`src/rtl/apb_master_fifo.sv`:
```
// Queued APB4 requester: a command FIFO feeds an APB transfer engine, and each
// command produces one in-order response through a response FIFO.
module apb_master_fifo #(
  parameter int unsigned ADDR_WIDTH = 32,
  parameter int unsigned DATA_WIDTH = 32,
  parameter int unsigned CMD_DEPTH  = 4,
  parameter int unsigned TIMEOUT    = 256
) (
  input  logic                        pclk_i,
  input  logic                        prstn_i,
  output logic [ADDR_WIDTH-1:0]       paddr_o,
  output logic [2:0]                  pprot_o,
  output logic                        psel_o,
  output logic                        penable_o,
  output logic                        pwrite_o,
  output logic [DATA_WIDTH-1:0]       pwdata_o,
  output logic [DATA_WIDTH/8-1:0]     pstrb_o,
  input  logic                        pready_i,
  input  logic [DATA_WIDTH-1:0]       prdata_i,
  input  logic                        pslverr_i,
  input  logic                        cmd_valid_i,
  output logic                        cmd_ready_o,
  input  logic                        cmd_write_i,
  input  logic [ADDR_WIDTH-1:0]       cmd_addr_i,
  input  logic [DATA_WIDTH-1:0]       cmd_wdata_i,
  input  logic [DATA_WIDTH/8-1:0]     cmd_strb_i,
  input  logic [2:0]                  cmd_prot_i,
  output logic                        rsp_valid_o,
  input  logic                        rsp_ready_i,
  output logic [DATA_WIDTH-1:0]       rsp_rdata_o,
  output logic                        rsp_err_o,
  output logic                        rsp_timeout_o,
  output logic [$clog2(CMD_DEPTH):0]  cmd_level_o,
  output logic                        busy_o
);

  localparam int unsigned STRB_W = DATA_WIDTH / 8;
  localparam int unsigned PTR_W  = $clog2(CMD_DEPTH);
  localparam int unsigned LVL_W  = PTR_W + 1;
  localparam int unsigned WAIT_W = (TIMEOUT > 1) ? $clog2(TIMEOUT) : 1;
  localparam logic [WAIT_W-1:0] WAIT_LAST = WAIT_W'((TIMEOUT == 0) ? 0 : TIMEOUT - 1);
  localparam logic [LVL_W-1:0]  LVL_FULL  = LVL_W'(CMD_DEPTH);

  typedef struct packed {
    logic                  write;
    logic [ADDR_WIDTH-1:0] addr;
    logic [DATA_WIDTH-1:0] wdata;
    logic [STRB_W-1:0]     strb;
    logic [2:0]            prot;
  } cmd_t;

  typedef struct packed {
    logic [DATA_WIDTH-1:0] rdata;
    logic                  err;
    logic                  timeout;
  } rsp_t;

  typedef enum logic [1:0] {
    ST_IDLE   = 2'd0,
    ST_SETUP  = 2'd1,
    ST_ACCESS = 2'd2
  } state_t;

  state_t            state_q, state_d;
  logic              psel_d, penable_d;
  logic [WAIT_W-1:0] wait_q, wait_d;
  logic              launch;
  logic              timeout_hit;
  logic              can_launch;

  // Command FIFO
  cmd_t              cmd_mem [CMD_DEPTH];
  cmd_t              cmd_din, cmd_head;
  logic [PTR_W-1:0]  cmd_wr_ptr, cmd_rd_ptr;
  logic [LVL_W-1:0]  cmd_count, cmd_count_d;
  logic              cmd_push;

  assign cmd_ready_o = (cmd_count != LVL_FULL);
  assign cmd_push    = cmd_valid_i && cmd_ready_o;
  assign cmd_head    = cmd_mem[cmd_rd_ptr];
  assign cmd_count_d = cmd_count + LVL_W'(cmd_push) - LVL_W'(launch);
  assign cmd_level_o = cmd_count;
  assign cmd_din     = '{write: cmd_write_i, addr: cmd_addr_i, wdata: cmd_wdata_i,
                         strb: cmd_strb_i, prot: cmd_prot_i};

  always_ff @(posedge pclk_i) begin
    if (cmd_push) cmd_mem[cmd_wr_ptr] <= cmd_din;
  end

  always_ff @(posedge pclk_i or negedge prstn_i) begin
    if (!prstn_i) begin
      cmd_wr_ptr <= '0;
      cmd_rd_ptr <= '0;
      cmd_count  <= '0;
    end else begin
      if (cmd_push) cmd_wr_ptr <= cmd_wr_ptr + PTR_W'(1);
      if (launch)   cmd_rd_ptr <= cmd_rd_ptr + PTR_W'(1);
      cmd_count <= cmd_count_d;
    end
  end

  // Response FIFO
  rsp_t              rsp_mem [CMD_DEPTH];
  rsp_t              rsp_din, rsp_head;
  logic [PTR_W-1:0]  rsp_wr_ptr, rsp_rd_ptr;
  logic [LVL_W-1:0]  rsp_count, rsp_count_nx;
  logic              rsp_push, rsp_pop;

  assign timeout_hit  = (TIMEOUT != 0) && (wait_q == WAIT_LAST);
  assign rsp_push     = (state_q == ST_ACCESS) && (pready_i || timeout_hit);
  assign rsp_valid_o  = (rsp_count != '0);
  assign rsp_pop      = rsp_valid_o && rsp_ready_i;
  assign rsp_count_nx = rsp_count + LVL_W'(rsp_push) - LVL_W'(rsp_pop);
  assign rsp_din      = '{rdata:   (pready_i && !pwrite_o) ? prdata_i : '0,
                          err:     pready_i ? pslverr_i : 1'b1,
                          timeout: !pready_i};
  assign rsp_head      = rsp_mem[rsp_rd_ptr];
  assign rsp_rdata_o   = rsp_valid_o ? rsp_head.rdata : '0;
  assign rsp_err_o     = rsp_valid_o && rsp_head.err;
  assign rsp_timeout_o = rsp_valid_o && rsp_head.timeout;

  always_ff @(posedge pclk_i) begin
    if (rsp_push) rsp_mem[rsp_wr_ptr] <= rsp_din;
  end

  always_ff @(posedge pclk_i or negedge prstn_i) begin
    if (!prstn_i) begin
      rsp_wr_ptr <= '0;
      rsp_rd_ptr <= '0;
      rsp_count  <= '0;
    end else begin
      if (rsp_push) rsp_wr_ptr <= rsp_wr_ptr + PTR_W'(1);
      if (rsp_pop)  rsp_rd_ptr <= rsp_rd_ptr + PTR_W'(1);
      rsp_count <= rsp_count_nx;
    end
  end

  // A launch reserves a response slot so the completion push can never overflow
  assign can_launch = (cmd_count != '0) && (rsp_count_nx < LVL_FULL);

  // Transfer FSM next-state
  always_comb begin
    state_d   = state_q;
    psel_d    = psel_o;
    penable_d = penable_o;
    wait_d    = wait_q;
    launch    = 1'b0;
    case (state_q)
      ST_IDLE: begin
        if (can_launch) begin
          launch  = 1'b1;
          psel_d  = 1'b1;
          state_d = ST_SETUP;
        end
      end
      ST_SETUP: begin
        penable_d = 1'b1;
        state_d   = ST_ACCESS;
      end
      ST_ACCESS: begin
        if (pready_i) begin
          penable_d = 1'b0;
          wait_d    = '0;
          if (can_launch) begin
            launch  = 1'b1;
            state_d = ST_SETUP;
          end else begin
            psel_d  = 1'b0;
            state_d = ST_IDLE;
          end
        end else if (timeout_hit) begin
          psel_d    = 1'b0;
          penable_d = 1'b0;
          wait_d    = '0;
          state_d   = ST_IDLE;
        end else if (TIMEOUT != 0) begin
          wait_d = wait_q + WAIT_W'(1);
        end
      end
      default: begin
        psel_d    = 1'b0;
        penable_d = 1'b0;
        wait_d    = '0;
        state_d   = ST_IDLE;
      end
    endcase
  end

  // State, APB request and status registers
  always_ff @(posedge pclk_i or negedge prstn_i) begin
    if (!prstn_i) begin
      state_q   <= ST_IDLE;
      psel_o    <= 1'b0;
      penable_o <= 1'b0;
      wait_q    <= '0;
      busy_o    <= 1'b0;
      paddr_o   <= '0;
      pwrite_o  <= 1'b0;
      pwdata_o  <= '0;
      pstrb_o   <= '0;
      pprot_o   <= '0;
    end else begin
      state_q   <= state_d;
      psel_o    <= psel_d;
      penable_o <= penable_d;
      wait_q    <= wait_d;
      busy_o    <= (state_d != ST_IDLE) || (cmd_count_d != '0);
      if (launch) begin
        paddr_o  <= cmd_head.addr;
        pwrite_o <= cmd_head.write;
        pprot_o  <= cmd_head.prot;
        pwdata_o <= cmd_head.write ? cmd_head.wdata : '0;
        pstrb_o  <= cmd_head.write ? cmd_head.strb : '0;
      end
    end
  end

endmodule

```
`config.mk`:
```
export PLATFORM = sky130hd
export DESIGN_NAME = apb_master_fifo
export DESIGN_NICKNAME = d
export VERILOG_FILES = /design/src/rtl/apb_master_fifo.sv
export SDC_FILE = /design/constraint.sdc
export NUM_CORES = 1
export LEC_CHECK = 0
export CAP_MARGIN = 20
export CORE_ASPECT_RATIO = 1.2
export CORE_MARGIN = 4
export CORE_UTILIZATION = 25
export DETAILED_ROUTE_END_ITERATION = 7
export DONT_BUFFER_PORTS = 1
export GPL_TIMING_DRIVEN = 0
export SLEW_MARGIN = 10
export SYNTH_ARGS = -nofsm -noshare
export SYNTH_HDL_FRONTEND = slang
export SYNTH_SLANG_ARGS = --single-unit
```
`constraint.sdc`:
```
create_clock -name pclk_i -period 12.89 [get_ports pclk_i]
set_input_delay 2.578 -clock pclk_i [delete_from_list [all_inputs] [get_ports pclk_i]]
set_output_delay 2.578 -clock pclk_i [all_outputs]
set_load 0.05 [all_outputs]
```
# [Yosys cells after proc, flatten, opt, wreduce, memory -nomap -nowiden]
# Memory sizes are Yosys's and may differ from the RTL's.
# Index checks and enable logic that the tools add are counted.
[word_totals] input_bits=110 rom_bits=0 elab_cells=83 ramBits=424 output_inout_bits=114 reg_bits=99 n_memories=2 latchBits=0
[mem_list] name="cmd_mem" depth=4 width=72 rd=1 rd_clocked_by_memory_dff=0 write_ports=1 line_no="72" rtl="cmd_t cmd_mem [CMD_DEPTH];"
[mem_list] name="rsp_mem" depth=4 width=34 rd=1 rd_clocked_by_memory_dff=0 write_ports=1 line_no="103" rtl="rsp_t rsp_mem [CMD_DEPTH];"
[classes] n_reduce_logical=19 bitwise=2 mux=27 n_lt_le_gt_ge=1 shifts=0 multipliers=0 div=0 addsub=9 eq_ne=7
[op_table] operator="$mux 32" count=3
[op_table] operator="$mux 8" count=2
[op_table] operator="$pmux 8 s2" count=1
[op_table] operator="$mux 1" count=13
[op_table] operator="$ne 3x3->1 const B" count=3
[op_table] operator="$reduce_bool 3->1" count=3
[op_table] operator="$add 2x1->2 const B" count=4
[op_table] operator="$add 8x1->8 const B" count=1
[op_table] operator="$eq 8x8->1 const B" count=1
[op_table] operator="$logic_and 1x1->1" count=7
[op_table] operator="$add 3x1->3" count=2
[op_table] operator="$mux 2" count=3
[op_table] operator="$pmux 1 s3" count=2
[op_table] operator="$pmux 2 s3" count=1
[op_table] operator="$sub 3x1->3" count=2
[op_table] operator="$mux 4" count=1
[op_table] operator="$reduce_and 4->1" count=1
[op_table] operator="$lt 3x3->1 const B" count=1
[op_table] operator="$eq 2x1->1 const B" count=1
[op_table] operator="$eq 2x2->1 const B" count=1
[op_table] operator="$logic_not 1->1" count=2
[op_table] operator="$logic_not 2->1" count=1
[op_table] operator="$logic_or 1x1->1" count=2
[op_table] operator="$ne 2x2->1 const B" count=1
[op_table] operator="5 further kinds" count=6

# [Logic depth before layout (Yosys ltp)]
[depth] word_depth=13 mapped_depth=23 mapped_depth_nobuf=20

# [Least setup slack after synthesis]
# OpenSTA, ideal clock, no wires.
[synth_timing] kind="input -> register" start="input pready_i" end="register busy_o" t_arrival_ns=6.187 path_buffers=3 path_stages=22 setup_time_ns=0.129 path_slack_ns=6.574 t_required_ns=12.761 path_cell_list="inv_1 -> o21ai_0 -> and3_1 -> clkbuf_1 -> inv_1 -> ha_1 -> inv_1 -> ha_1 -> fa_1 -> xor3_2 -> nand4_2 -> buf_6 -> buf_2 -> inv_1 -> ha_1 -> inv_1 -> ha_1 -> fa_1 -> xor2_1 -> xnor2_1 -> nor3_1 -> nand3b_1"
[synth_via] elab_chain_cells=12 elab_cells_between_ends=17
[synth_rtl] element="start, declared" line_no="18" rtl="input logic pready_i,"
[synth_rtl] element="$logic_or 1x1->1" line_no="110" rtl="assign rsp_push = (state_q == ST_ACCESS) && (pready_i || timeout_hit);"
[synth_rtl] element="$logic_and 1x1->1" line_no="110"
[synth_rtl] element="$add 3x1->3" line_no="113" rtl="assign rsp_count_nx = rsp_count + LVL_W'(rsp_push) - LVL_W'(rsp_pop);"
[synth_rtl] element="$sub 3x1->3" line_no="113"
[synth_rtl] element="$lt 3x3->1" line_no="139" rtl="assign can_launch = (cmd_count != '0) && (rsp_count_nx < LVL_FULL);"
[synth_rtl] element="$logic_and 1x1->1" line_no="139"
[synth_rtl] element="$mux 1" line_no="150, 164"
[synth_rtl] element="$mux 1" line_no="161" rtl="if (pready_i) begin"
[synth_rtl] element="$pmux 1 s2 *" line_no="148" rtl="case (state_q)"
[synth_rtl] element="named net launch" line_no="67" rtl="logic launch;"
[synth_rtl] element="$sub 3x1->3 *" line_no="81" rtl="assign cmd_count_d = cmd_count + LVL_W'(cmd_push) - LVL_W'(launch);"
[synth_rtl] element="named net cmd_count_d[2]" line_no="75" rtl="logic [LVL_W-1:0] cmd_count, cmd_count_d;"
[synth_rtl] element="$reduce_bool 3->1 *" line_no="207" rtl="busy_o <= (state_d != ST_IDLE) || (cmd_count_d != '0);"
[synth_rtl] element="$logic_or 1x1->1 *" line_no="207"
[synth_rtl] element="end signal, assigned" line_no="207"
[synth_rtl] element="end, declared" line_no="34" rtl="output logic busy_o"
# Mark *: on every way through the listed nets, which the timed path passes. The rest lies on a longest branch.
# A chain may end at the register's enable or synchronous reset.

# [Worst setup path after layout]
# Same ends and word-level chain as after synthesis.

==> results.py <==
metrics = {
    "logic_synthesis": {
        "synth_edf_count": 424,
        "ys_types": 39,
        "avgSynthCellArea_um2": 20.1,
        "synth.area.top_cells": "edfxtp_1, dfrtp_1, mux4_2, and2_1, mux2_2",
        "synthCells": 1004,
        "ys_ff_latch": 523,
        "syn_nets": 1129,
        "yosysWarningCount": 0,
        "yosys.area.top_type": "edfxtp_1",
        "synthFlopType": "edfxtp_1",
        "yosysSeqAreaShare_pct": 75.5,
        "synth.top_cell.area_share_pct": 63.2,
        "ys_async_sr_fraction_pct": 18.9,
        "synth_area_um2": 20200,
    },
    "timing": {
        "fin_setup_tns_ns": 0,
        "relSlewSlack_pct": 45.2,
        "finalHoldViolations": 0,
        "timing.fmax_mhz": 149,
        "setup_slack_ns": 6.17,
        "period_share_pct": 52.2,
        "worst_pin_slew_ns": 0.823,
        "finalClockSkew_ns": 0.0243,
        "timing.final.crit_period_ns": 6.72,
        "rsz0062_at_grt": "false",
        "slew_viol_final": 0,
        "setup_viol": 0,
    },
    "drt": {
        "route.detailed.drc": 0,
        "first_pass_iters": 5,
        "vias": 9242,
        "vias_per_cell": 4.29,
        "routedWlPerCell_um": 21.1,
        "drt_iter0_markers": 617,
        "wirelength_um": 45400,
        "ant_nets": 0,
    },
    "placement": {
        "io_buffers": 0,
        "place_ws_ns": 5.33,
        "gp_congestion": 0.703,
        "place_hpwl_um": 30100,
    },
    "worst_setup_path": {
        "reg2reg_depth": 23,
        "rrSetupSlack_ns": 7.29,
        "crit_arrival_ns": 7.19,
        "endpoint_kind": "register",
        "reg2reg_from": "wait_q[0]",
        "r2r-end": "busy_o",
        "worstSetupPathType": "in -> reg",
        "startpoint_type": "input pin",
        "worst-path-max-fanout": 10,
        "required_ns": 13.35,
    },
    "min_path": {
        "hold_end": "wait_q[7]",
        "hold_depth": 1,
        "min_path_type": "reg -> reg",
        "hold_path_startpoint": "wait_q[7]",
    },
    "global_routing": {
        "antenna_found_initial": 4,
        "grt_pass1_wl_um": 66800,
        "grt_max_degree": 100,
        "grt_pass1_vias": 10100,
        "grt.overflow.total": 0,
        "grt_use_total_pct": 10.6,
    },
    "floorplan": {
        "rows": 113,
        "die_w_um": 267,
        "die_h_um": 319,
        "start_util_pct": 25.3,
        "dieArea_um2": 85200,
        "core_area_um2": 79600,
        "ios": 224,
    },
    "clock_tree": {
        "cts_buffers": 55,
        "cts_buffer_depth": 3,
        "h-tree-depth": 2,
        "clock_latency_ns": 0.61,
        "hold_buffers": 0,
        "cts_tree": "done",
        "cts_root_buf": "clkbuf_16",
        "cts_resized": 0,
        "post_cts_buffers": 0,
        "path_clk_slew_ns": 0.06,
        "clkSinkCount": 523,
    },
    "power": {
        "ir_worst_vdd_v": 0.000145,
        "p_per_area_nw_per_um2": 273,
        "p_leak_uw": 0.00794,
    },
    "run_status": {
        "run_status": "complete, no violations",
    },
    "finish": {
        "nNetsFinal": 1195,
        "areaGrowthSynthToFinish_pct": 16.5,
        "drive_gt1_share_pct": 27.7,
    },
    "job": {
        "maxCapViolCount": 0,
    },
}
==> worst max path at each step <==
stage                         from     end  slack [ns]  cells after the start
final                     pready_i  busy_o        6.17                     22
after global routing      pready_i  busy_o        5.78                     22
after CTS                 pready_i  busy_o        5.99                     22
after detailed placement  pready_i  busy_o        5.33                     22
after global placement    pready_i  busy_o        5.41                     22
after floorplan           pready_i  busy_o        6.57                     22
==> cell usage after synthesis, drive strengths merged, types with 2 or more instances <==
cell,n
dfrtp,99
and2,72
o21ai,10
mux4,105
o22ai,2
o31ai,36
xnor2,6
nand2b,3
nand3b,2
nand2,44
fa,2
ha,13
nand4,3
edfxtp,424
a31oi,4
buf,34
nor2,8
clkbuf,14
or3,3
xor2,3
mux2,39
and3,5
nand3,4
o2bb2ai,2
inv,56
a21oi,4
==> metal layers <==
layer	share of wire, %	up-vias	track usage (%)	wire length [um]
li1	-	4059	-	-
met4	2.2	0	2.79	995
met2	49	254	17.7	22300
met5	0	-	0	0
met3	12	56	5.46	5340
met1	37	4873	11.8	16800
==> metrics by stage <==
stage / area (um2) / hold slack, ns / utilization, % / total power (uW) / cells
after floorplan: 20200 / 0.451 / - / 4370 / 1004
after global placement: 21400 / 0.469 / 26.9 / 4910 / 2039
after detailed placement: 21700 / 0.495 / 27.2 / 4970 / 2048
after CTS: 23500 / 0.506 / 29.5 / 6570 / 2151
after global routing: 23500 / 0.513 / 29.5 / 6780 / 2152
final: 23500 / 0.515 / 29.5 / 6420 / 2156
==> power by group <==
part	internal [uW]	switching [uW]	total [uW]	leakage, uW
clock	901	667	1570	0.000857
combinational	802	1260	2060	0.00198
sequential	2220	567	2790	0.00511
total	3930	2490	6420	0.00794
==> cells in the final DEF (no fill, tap or decap), types with 9 or more instances in the layout <==
master and n:
edfxtp_1 424, mux4_2 105, dfrtp_1 99, and2_1 68, inv_1 56, clkbuf_16 56
nand2_1 44, mux2_2 39, o31ai_2 28, clkbuf_1 26, buf_2 20, ha_1 13
o21ai_0 9
==> kinds of logic after synthesis <==
family | count (synthesis) | synth area share (%)
AOI/OAI and AO/OA | 61 | 2.79
xor gates and xnor gates | 10 | 0.515
DFF | 523 | 75.5
and+or+nand+nor | 146 | 3.90
muxes | 145 | 14.0
buffers and inverters | 104 | 2.36
adders and majority gates | 15 | 1.01
==> sequential cells by signal, indices dropped and copies added (netlist names), 2 cells and up <==
signal       cells
cmd_level_o      3
state_q          2
pwdata_o        32
pprot_o          3
wait_q           8
paddr_o         32
cmd_wr_ptr       2
pstrb_o          4
rsp_rd_ptr       2
rsp_wr_ptr       2
rsp_count        3
cmd_rd_ptr       2
cmd_mem        288
rsp_mem        136
==> final cells by class <==
class | count | area, um2
Multi-Input combinational cell | 377 | 4490
Sequential cell | 523 | 15200
Fill cell | 7765 | 56100
Antenna cell | 5 | 12.5
Clock buffer | 71 | 1490
Timing Repair Buffer | 9 | 201
Buffer | 48 | 265
Clock inverter | 32 | 308
Tap cell | 1035 | 1290
Inverter | 56 | 210
==> critical path: stages <==
cell,delay (ns)
inv_1,0.11
o21ai_0,0.10
and3_1,0.17
clkbuf_1,0.24
inv_1,0.08
ha_1,0.28
inv_1,0.04
ha_1,0.18
fa_1,0.40
xor3_2,0.29
nand4_2,0.37
buf_6,0.23
buf_2,0.24
inv_1,0.11
ha_1,0.29
inv_1,0.04
ha_1,0.18
fa_1,0.41
xor2_1,0.18
xnor2_1,0.17
nor3_1,0.35
nand3b_1,0.12
(Power assumes the default switching activity.)
